--- src/rtl/ex_operand_stage_if.sv ---
// Interface bundling the decode-side, forwarding-side and ALU-side signals
// of the ID/EX operand stage. The slave modport is the stage itself; the
// master modport is whoever drives decode/forwarding and consumes operands.
interface ex_operand_stage_if #(
  parameter int DW  = 32,
  parameter int RW  = 5,
  parameter int OPW = 4
);
  // pipeline control
  logic           stall;
  logic           flush;
  // decode-stage fields
  logic           id_valid;
  logic [DW-1:0]  id_rdat1;
  logic [DW-1:0]  id_rdat2;
  logic [RW-1:0]  id_rs;
  logic [RW-1:0]  id_rt;
  logic [RW-1:0]  id_wsel;
  logic           id_regwen;
  logic [15:0]    id_imm;
  logic [4:0]     id_shamt;
  logic [OPW-1:0] id_aluop;
  logic [1:0]     id_alusrc;
  // downstream stages, used for forwarding
  logic           exm_regwen;
  logic [RW-1:0]  exm_wsel;
  logic [DW-1:0]  exm_result;
  logic           mwb_regwen;
  logic [RW-1:0]  mwb_wsel;
  logic [DW-1:0]  mwb_wdat;
  // ALU-facing and EX/MEM-facing outputs
  logic [DW-1:0]  portA;
  logic [DW-1:0]  portB;
  logic [OPW-1:0] ALUOP;
  logic           ex_valid;
  logic           ex_regwen;
  logic [RW-1:0]  ex_wsel;
  logic [DW-1:0]  ex_store_dat;
  logic [1:0]     fwd_a;
  logic [1:0]     fwd_b;

  modport slave (
    input  stall, flush,
    input  id_valid, id_rdat1, id_rdat2, id_rs, id_rt, id_wsel, id_regwen,
    input  id_imm, id_shamt, id_aluop, id_alusrc,
    input  exm_regwen, exm_wsel, exm_result, mwb_regwen, mwb_wsel, mwb_wdat,
    output portA, portB, ALUOP, ex_valid, ex_regwen, ex_wsel, ex_store_dat,
    output fwd_a, fwd_b
  );

  modport master (
    output stall, flush,
    output id_valid, id_rdat1, id_rdat2, id_rs, id_rt, id_wsel, id_regwen,
    output id_imm, id_shamt, id_aluop, id_alusrc,
    output exm_regwen, exm_wsel, exm_result, mwb_regwen, mwb_wsel, mwb_wdat,
    input  portA, portB, ALUOP, ex_valid, ex_regwen, ex_wsel, ex_store_dat,
    input  fwd_a, fwd_b
  );
endinterface

--- src/rtl/ex_operand_stage.sv ---
// ID/EX pipeline latch with RAW forwarding and ALU operand selection.
// Optional feature macro: EX_FORWARD_EN. When defined, rs/rt are forwarded
// from EX/MEM (priority) and MEM/WB; when undefined the latched register
// data is used directly and fwd_a/fwd_b read 0.
module ex_operand_stage #(
  parameter int DW  = 32,
  parameter int RW  = 5,
  parameter int OPW = 4
) (
  input logic               CLK,
  input logic               RST,
  ex_operand_stage_if.slave bus
);

  localparam logic [1:0] FWD_LATCH = 2'd0;
  localparam logic [1:0] FWD_EXM   = 2'd1;
  localparam logic [1:0] FWD_MWB   = 2'd2;

  // latched decode fields
  logic           r_valid;
  logic [DW-1:0]  r_rdat1;
  logic [DW-1:0]  r_rdat2;
  logic [RW-1:0]  r_rs;
  logic [RW-1:0]  r_rt;
  logic [RW-1:0]  r_wsel;
  logic           r_regwen;
  logic [15:0]    r_imm;
  logic [4:0]     r_shamt;
  logic [OPW-1:0] r_aluop;
  logic [1:0]     r_alusrc;

  // forwarding selects and forwarded operand values
  logic [1:0]     w_sel_rs;
  logic [1:0]     w_sel_rt;
  logic [DW-1:0]  w_fa;
  logic [DW-1:0]  w_fb;

  // ID/EX latch: reset/flush load a bubble (flush wins over stall), stall holds
  always_ff @(posedge CLK or posedge RST) begin
    if (RST) begin
      r_valid  <= 1'b0;
      r_rdat1  <= '0;
      r_rdat2  <= '0;
      r_rs     <= '0;
      r_rt     <= '0;
      r_wsel   <= '0;
      r_regwen <= 1'b0;
      r_imm    <= 16'h0000;
      r_shamt  <= 5'd0;
      r_aluop  <= '0;
      r_alusrc <= 2'd0;
    end else if (bus.flush) begin
      r_valid  <= 1'b0;
      r_rdat1  <= '0;
      r_rdat2  <= '0;
      r_rs     <= '0;
      r_rt     <= '0;
      r_wsel   <= '0;
      r_regwen <= 1'b0;
      r_imm    <= 16'h0000;
      r_shamt  <= 5'd0;
      r_aluop  <= '0;
      r_alusrc <= 2'd0;
    end else if (!bus.stall) begin
      r_valid  <= bus.id_valid;
      r_rdat1  <= bus.id_rdat1;
      r_rdat2  <= bus.id_rdat2;
      r_rs     <= bus.id_rs;
      r_rt     <= bus.id_rt;
      r_wsel   <= bus.id_wsel;
      r_regwen <= bus.id_regwen;
      r_imm    <= bus.id_imm;
      r_shamt  <= bus.id_shamt;
      r_aluop  <= bus.id_aluop;
      r_alusrc <= bus.id_alusrc;
    end
  end

`ifdef EX_FORWARD_EN
  // hazard detection: EX/MEM beats MEM/WB, register 0 is never forwarded
  always_comb begin
    w_sel_rs = FWD_LATCH;
    w_sel_rt = FWD_LATCH;
    if (bus.exm_regwen && (bus.exm_wsel == r_rs) && (r_rs != '0)) begin
      w_sel_rs = FWD_EXM;
    end else if (bus.mwb_regwen && (bus.mwb_wsel == r_rs) && (r_rs != '0)) begin
      w_sel_rs = FWD_MWB;
    end else begin
      w_sel_rs = FWD_LATCH;
    end
    if (bus.exm_regwen && (bus.exm_wsel == r_rt) && (r_rt != '0)) begin
      w_sel_rt = FWD_EXM;
    end else if (bus.mwb_regwen && (bus.mwb_wsel == r_rt) && (r_rt != '0)) begin
      w_sel_rt = FWD_MWB;
    end else begin
      w_sel_rt = FWD_LATCH;
    end
  end

  // forwarded operand muxes
  always_comb begin
    w_fa = r_rdat1;
    w_fb = r_rdat2;
    case (w_sel_rs)
      FWD_EXM: w_fa = bus.exm_result;
      FWD_MWB: w_fa = bus.mwb_wdat;
      default: w_fa = r_rdat1;
    endcase
    case (w_sel_rt)
      FWD_EXM: w_fb = bus.exm_result;
      FWD_MWB: w_fb = bus.mwb_wdat;
      default: w_fb = r_rdat2;
    endcase
  end
`else
  // without forwarding the stage inputs are intentionally ignored
  logic w_unused_fwd;
  assign w_unused_fwd = ^{bus.exm_regwen, bus.exm_wsel, bus.exm_result,
                          bus.mwb_regwen, bus.mwb_wsel, bus.mwb_wdat, r_rs, r_rt};

  // operands come straight from the latch
  always_comb begin
    w_sel_rs = FWD_LATCH;
    w_sel_rt = FWD_LATCH;
    w_fa     = r_rdat1;
    w_fb     = r_rdat2;
  end
`endif

  // operand select; shifts take the value from rt and the amount from shamt
  always_comb begin
    bus.portA = w_fa;
    bus.portB = w_fb;
    bus.fwd_a = w_sel_rs;
    bus.fwd_b = w_sel_rt;
    case (r_alusrc)
      2'd0: begin
        bus.portA = w_fa;
        bus.portB = w_fb;
      end
      2'd1: begin
        bus.portA = w_fa;
        bus.portB = {{(DW-16){r_imm[15]}}, r_imm};
      end
      2'd2: begin
        bus.portA = w_fa;
        bus.portB = {{(DW-16){1'b0}}, r_imm};
      end
      2'd3: begin
        bus.portA = w_fb;
        bus.portB = {{(DW-5){1'b0}}, r_shamt};
        bus.fwd_a = w_sel_rt;
      end
      default: begin
        bus.portA = w_fa;
        bus.portB = w_fb;
      end
    endcase
  end

  assign bus.ALUOP        = r_aluop;
  assign bus.ex_valid     = r_valid;
  assign bus.ex_regwen    = r_regwen & r_valid;
  assign bus.ex_wsel      = r_wsel;
  assign bus.ex_store_dat = w_fb;

endmodule

--- src/flat_wrapper.sv ---
// flat-port wrapper written by rule: the top's interface ports become plain ports
module ex_operand_stage_flat 
#(
  parameter int DW  = 32,
  parameter int RW  = 5,
  parameter int OPW = 4
)
  (CLK, RST, bus_stall, bus_flush, bus_id_valid, bus_id_rdat1, bus_id_rdat2, bus_id_rs, bus_id_rt, bus_id_wsel, bus_id_regwen, bus_id_imm, bus_id_shamt, bus_id_aluop, bus_id_alusrc, bus_exm_regwen, bus_exm_wsel, bus_exm_result, bus_mwb_regwen, bus_mwb_wsel, bus_mwb_wdat, bus_portA, bus_portB, bus_ALUOP, bus_ex_valid, bus_ex_regwen, bus_ex_wsel, bus_ex_store_dat, bus_fwd_a, bus_fwd_b);
  ex_operand_stage_if #(.DW(DW), .RW(RW), .OPW(OPW)) bus_i ();
  input logic CLK;
  input logic RST;
  input wire logic [$bits(bus_i.stall)-1:0] bus_stall;
  input wire logic [$bits(bus_i.flush)-1:0] bus_flush;
  input wire logic [$bits(bus_i.id_valid)-1:0] bus_id_valid;
  input wire logic [$bits(bus_i.id_rdat1)-1:0] bus_id_rdat1;
  input wire logic [$bits(bus_i.id_rdat2)-1:0] bus_id_rdat2;
  input wire logic [$bits(bus_i.id_rs)-1:0] bus_id_rs;
  input wire logic [$bits(bus_i.id_rt)-1:0] bus_id_rt;
  input wire logic [$bits(bus_i.id_wsel)-1:0] bus_id_wsel;
  input wire logic [$bits(bus_i.id_regwen)-1:0] bus_id_regwen;
  input wire logic [$bits(bus_i.id_imm)-1:0] bus_id_imm;
  input wire logic [$bits(bus_i.id_shamt)-1:0] bus_id_shamt;
  input wire logic [$bits(bus_i.id_aluop)-1:0] bus_id_aluop;
  input wire logic [$bits(bus_i.id_alusrc)-1:0] bus_id_alusrc;
  input wire logic [$bits(bus_i.exm_regwen)-1:0] bus_exm_regwen;
  input wire logic [$bits(bus_i.exm_wsel)-1:0] bus_exm_wsel;
  input wire logic [$bits(bus_i.exm_result)-1:0] bus_exm_result;
  input wire logic [$bits(bus_i.mwb_regwen)-1:0] bus_mwb_regwen;
  input wire logic [$bits(bus_i.mwb_wsel)-1:0] bus_mwb_wsel;
  input wire logic [$bits(bus_i.mwb_wdat)-1:0] bus_mwb_wdat;
  output wire logic [$bits(bus_i.portA)-1:0] bus_portA;
  output wire logic [$bits(bus_i.portB)-1:0] bus_portB;
  output wire logic [$bits(bus_i.ALUOP)-1:0] bus_ALUOP;
  output wire logic [$bits(bus_i.ex_valid)-1:0] bus_ex_valid;
  output wire logic [$bits(bus_i.ex_regwen)-1:0] bus_ex_regwen;
  output wire logic [$bits(bus_i.ex_wsel)-1:0] bus_ex_wsel;
  output wire logic [$bits(bus_i.ex_store_dat)-1:0] bus_ex_store_dat;
  output wire logic [$bits(bus_i.fwd_a)-1:0] bus_fwd_a;
  output wire logic [$bits(bus_i.fwd_b)-1:0] bus_fwd_b;
  assign bus_i.stall = bus_stall;
  assign bus_i.flush = bus_flush;
  assign bus_i.id_valid = bus_id_valid;
  assign bus_i.id_rdat1 = bus_id_rdat1;
  assign bus_i.id_rdat2 = bus_id_rdat2;
  assign bus_i.id_rs = bus_id_rs;
  assign bus_i.id_rt = bus_id_rt;
  assign bus_i.id_wsel = bus_id_wsel;
  assign bus_i.id_regwen = bus_id_regwen;
  assign bus_i.id_imm = bus_id_imm;
  assign bus_i.id_shamt = bus_id_shamt;
  assign bus_i.id_aluop = bus_id_aluop;
  assign bus_i.id_alusrc = bus_id_alusrc;
  assign bus_i.exm_regwen = bus_exm_regwen;
  assign bus_i.exm_wsel = bus_exm_wsel;
  assign bus_i.exm_result = bus_exm_result;
  assign bus_i.mwb_regwen = bus_mwb_regwen;
  assign bus_i.mwb_wsel = bus_mwb_wsel;
  assign bus_i.mwb_wdat = bus_mwb_wdat;
  assign bus_portA = bus_i.portA;
  assign bus_portB = bus_i.portB;
  assign bus_ALUOP = bus_i.ALUOP;
  assign bus_ex_valid = bus_i.ex_valid;
  assign bus_ex_regwen = bus_i.ex_regwen;
  assign bus_ex_wsel = bus_i.ex_wsel;
  assign bus_ex_store_dat = bus_i.ex_store_dat;
  assign bus_fwd_a = bus_i.fwd_a;
  assign bus_fwd_b = bus_i.fwd_b;
  ex_operand_stage #(.DW(DW), .RW(RW), .OPW(OPW)) u_core (.CLK(CLK), .RST(RST), .bus(bus_i));
endmodule
--- config.mk ---
export PLATFORM = sky130hd
export DESIGN_NAME = ex_operand_stage_flat
export DESIGN_NICKNAME = d
export VERILOG_FILES = /design/src/rtl/ex_operand_stage_if.sv /design/src/rtl/ex_operand_stage.sv /design/src/flat_wrapper.sv
export SDC_FILE = /design/constraint.sdc
export NUM_CORES = 1
export LEC_CHECK = 0
export ABC_AREA = 1
export ABC_CLOCK_PERIOD_IN_PS = 2810
export CELL_PAD_IN_SITES_DETAIL_PLACEMENT = 1
export CELL_PAD_IN_SITES_GLOBAL_PLACEMENT = 2
export CORE_MARGIN = 2
export CORE_UTILIZATION = 17
export CTS_CLUSTER_SIZE = 12
export DETAILED_ROUTE_END_ITERATION = 7
export PLACE_DENSITY_LB_ADDON = 0.1
export SYNTH_ARGS = -nofsm -noshare
export SYNTH_HDL_FRONTEND = slang
export SYNTH_SLANG_ARGS = --single-unit
--- constraint.sdc ---
create_clock -name CLK -period 2.81 [get_ports CLK]
set_input_delay 0.4215 -clock CLK [delete_from_list [all_inputs] [get_ports CLK]]
set_output_delay 0.4215 -clock CLK [all_outputs]
set_load 0.005 [all_outputs]
Word-level counts from Yosys, hierarchy flattened

Index checks and enable logic that the tools add are counted.

Register bits after elaboration: 98
Input port bits: 188
Output and inout bits: 111
Word-level logic and storage cells: 36

Eq/ne operators: 4
Mux-type cells: 20
Bitwise operators: 1
Reduce and logical (&&, ||, !) cells: 2

Operators with widths:

| operator           | number |
|---|---|
| $mux 32            | 4 |
| $pmux 32 s4        | 1 |
| $pmux 32 s2        | 1 |
| $mux 16            | 2 |
| $mux 5             | 4 |
| $mux 4             | 2 |
| $eq 2x2->1 const B | 2 |
| $mux 1             | 4 |
| $mux 2             | 2 |
| $reduce_or 3->1    | 1 |
| $eq 2x1->1 const B | 1 |
| $logic_not 2->1    | 1 |
| $ne 2x1->1 const B | 1 |
| $and 1x1->1        | 1 |

Longest topological paths before layout

Word-level depth: 3
Depth in mapped cells: 6
Mapped depth without buffers: 5

Worst setup path before layout

Ideal clock, no wire load.

Path type: register to output
Start: register u_core.r_alusrc[0]
End: output bus_portB[0]
Arrival: 1022 ps
Required time: 2389 ps
Setup slack: 1366 ps
Stages on the path, launching flop included: 5
Path buffers: 1
Cells stage by stage: dfrtp_1 > nor2_1 > buf_4 > nand2_1 > nand3_1

Word-level cells in the longest chain between the ends: 2
Elaborated cells between the ends (all ways): 5
Classes of those cells: eq/ne: 3; mux: 1; reduce/logical: 1

RTL lines:

| item                               | RTL line                | RTL |
|---|---|---|
| start, declared                    | ex_operand_stage.sv:30  | `logic [1:0] r_alusrc;` |
| start signal, assigned             | ex_operand_stage.sv:75  | `r_alusrc <= bus.id_alusrc;` |
| $eq 2x2->1 (tied with other cells) | ex_operand_stage.sv:136 | `case (r_alusrc)` |
| $pmux 32 s4 *                      | ex_operand_stage.sv:136 |  |
| end, declared                      | flat_wrapper.sv:32      | `output wire logic [$bits(bus_i.portB)-1:0] bus_portB;` |

Every way passes the cells marked *; elsewhere a longest branch is shown, timed or not.

Worst setup path in the final report

Start: register u_core.r_alusrc[1]
End: output bus_portB[5]

Same word-level chain as after synthesis.

==> impl_metrics.toml <==
[routing]
first_pass_iters = 4
avgRoutedWirePerCell_um = 17.27
drtAntennaViolNets = 0
drt_iter0_markers = 168
post_drt_via_cell_ratio = 4.236
via_count = 4681
wl_um = 19080
route.detailed.drc = 0

[finish]
layout_commonest_cell = "clkdlybuf4s50_1"
n_fill_cell = 3155
nets = 947
mostFrequentLayoutCells = "clkdlybuf4s50_1, o21ai_0, nand3_1"
multi_input_area_mm2 = 0.001775
antenna_cells = 0
drive_gt1_share_pct = 3.927
synthToLayoutAreaGrowth_pct = 57.86
postLayoutCellArea_mm2 = 0.007360
stdcell_count = 1105
seqCellArea_mm2 = 0.002452

[grt]
grt_pass1_wl_um = 29490
grt_usage_pct = 13.33
grt_max_degree = 151
antenna_found_initial = 3
grt-ovfl-total = 0
grt_pass1_vias = 4906

[placed_design]
numPlacedInstances = 1089
dpl.hpwl_um = 13080
port_buffers = 208
gp_congestion = 0.7328
placed_area_mm2 = 0.007041

[die]
start_util_pct = 17.30
rows = 60
die_area_mm2 = 0.02876
dieHeight_um = 169.6
ioPinCount = 299
die_w_um = 169.6
coreArea_mm2 = 0.02695

[power]
worst_ir_drop_vdd_mv = 0.1864
p_per_area_mw_per_mm2 = 507.7
power_mw = 3.736
p_leak_nw = 3.095

[cts]
cts_tree = "done"
cts_buffer_depth = 2
htreeDepth = 3
cts_resized = 0
clk_latency_ns = 0.35
cts_root_buffer = "clkbuf_16"
cts_setup_buffers = 0
holdBufCountCts = 0
cts_num_sinks = 98
clk_pin_slew_ns = 0.08
cts_buffers = 9

[setup_path]
cp-end-kind = "primary output"
crit_type = "reg -> out"
worstPathArrival_ns = 2.17
cp_max_fo = 12
required_ns = 2.39
rr_worst_depth = 2
rr_endpoint = "u_core.r_alusrc[1]$_DFFE_PP0P_"
r2r_setup_slack_ns = 1.98
reg2reg_from = "u_core.r_alusrc[1]$_DFFE_PP0P_"
cp-start-kind = "register"

[synthesis]
yosys_warnings = 0
synth_seq_cells = 98
ys_seq_area_share_pct = 52.60
synth_cell_types = 16
netlist_area_mm2 = 0.004662
postSynthAreaPerCell_um2 = 8.038
synthCells = 580

[timing]
tns_ns = 0
rsz0062_at_grt = "false"
setup_viol = 0
worstMarginPinSlew_ns = 0.6762
post-route-min-period_ns = 2.590
timing.slew.headroom_pct = 54.92
finalCritPeriodShare_pct = 92.17
finalMaxSlewViolations = 0
skew_ns = 0
finalHoldViolCount = 0
whs_ns = 0.5120
fmax_mhz = 386.1

[worst_hold_path]
worstHoldStart = "bus_stall"
hold_path_end = "u_core.r_rdat1[4]$_DFFE_PP0P_"
hold_depth = 2
hp-class = "in -> reg"

[run_status]
outcome = "finished, final reports clean"

[job]
cap_violations = 0
flip-flops by register name, indices dropped and copies added (netlist names):
register                 cells
u_core.r_rdat1              32
u_core.bus.ex_valid          1
u_core.r_alusrc              2
u_core.bus.ex_store_dat     32
u_core.bus.ALUOP             4
u_core.bus.ex_wsel           5
u_core.r_imm                16
u_core.r_shamt               5
u_core.r_regwen              1
through the flow:
stage / setup slack, ns / utilization (%)
final: 0.2200 / 27.31
after global placement: 0.5961 / 26.12
after global routing: 0.04087 / 27.31
after detailed placement: 0.5593 / 26.12
after CTS: 0.1626 / 27.31
after floorplan: 1.227 / -
worst max-delay path, cell delays in order (launching register included):
cell             delay [ns]
dfrtp_1                0.42
inv_1                  0.10
nand2_1                0.10
nand2_1                0.29
o21ai_0                0.36
clkdlybuf4s50_1        0.56
how the worst max path moves through the flow:
stage / start / end / cells after the start
2_1_floorplan: RST / u_core.bus.ALUOP[0]$_DFFE_PP0P_ / 1
3_3_place_gp: u_core.r_alusrc[1]$_DFFE_PP0P_ / bus_portB[19] / 4
3_5_place_dp: u_core.r_alusrc[1]$_DFFE_PP0P_ / bus_portB[17] / 4
4_1_cts: u_core.r_alusrc[1]$_DFFE_PP0P_ / bus_portB[17] / 4
5_1_grt: u_core.r_alusrc[1]$_DFFE_PP0P_ / bus_portB[17] / 4
6_report: u_core.r_alusrc[1]$_DFFE_PP0P_ / bus_portB[5] / 5
kinds of logic (layout without fill, tap and decap cells):
group	after synthesis	count (layout)	share of synthesized area, %
simple gates	239	239	22.68
compound gates	139	139	14.92
buf+inv	103	284	9.715
flops	98	98	52.60
other cells	1	4	0.08044
synth_stat cells:
cell / number / area (µm²)
clkbuf_2: 1 / 5.000
buf_1: 3 / 11.26
o21ai_0: 131 / 655.6
conb_1: 1 / 3.750
inv_2: 1 / 3.750
nor2_1: 3 / 11.26
inv_1: 49 / 183.9
o21ai_1: 8 / 40.04
dfrtp_1: 98 / 2452
nand2_2: 1 / 6.260
nand3_1: 126 / 630.6
clkbuf_1: 17 / 63.81
buf_2: 25 / 125.1
nand2_1: 109 / 409.1
buf_6: 2 / 22.52
buf_4: 5 / 37.54
routing by layer:
metal  wire, µm  GRT usage (%)  vias to the layer above  share of wire [%]
met3       1219          3.988                       22                6.4
met4        246          3.270                        4                1.3
met1       9274          18.54                     2244                 49
met5         30              0                        -               0.16
li1           -              -                     2271                  -
met2       8307          20.20                      140                 44
power breakdown:
group / switching (mW) / internal, mW / total (mW)
Clock: 0.601 / 0.786 / 1.39
Sequential: 0.0571 / 1.50 / 1.56
Combinational: 0.367 / 0.423 / 0.789
Total: 1.02 / 2.71 / 3.74
area by class of cell:
type	instances	area share, %
inverters	50	2.635
flip-flops and latches	98	33.32
well taps	341	5.797
multi-input cells	382	24.12
clock inverters	6	1.224
clock buffers	10	3.111
repair buffers	218	29.79
Power figures use the tool's default switching activity.
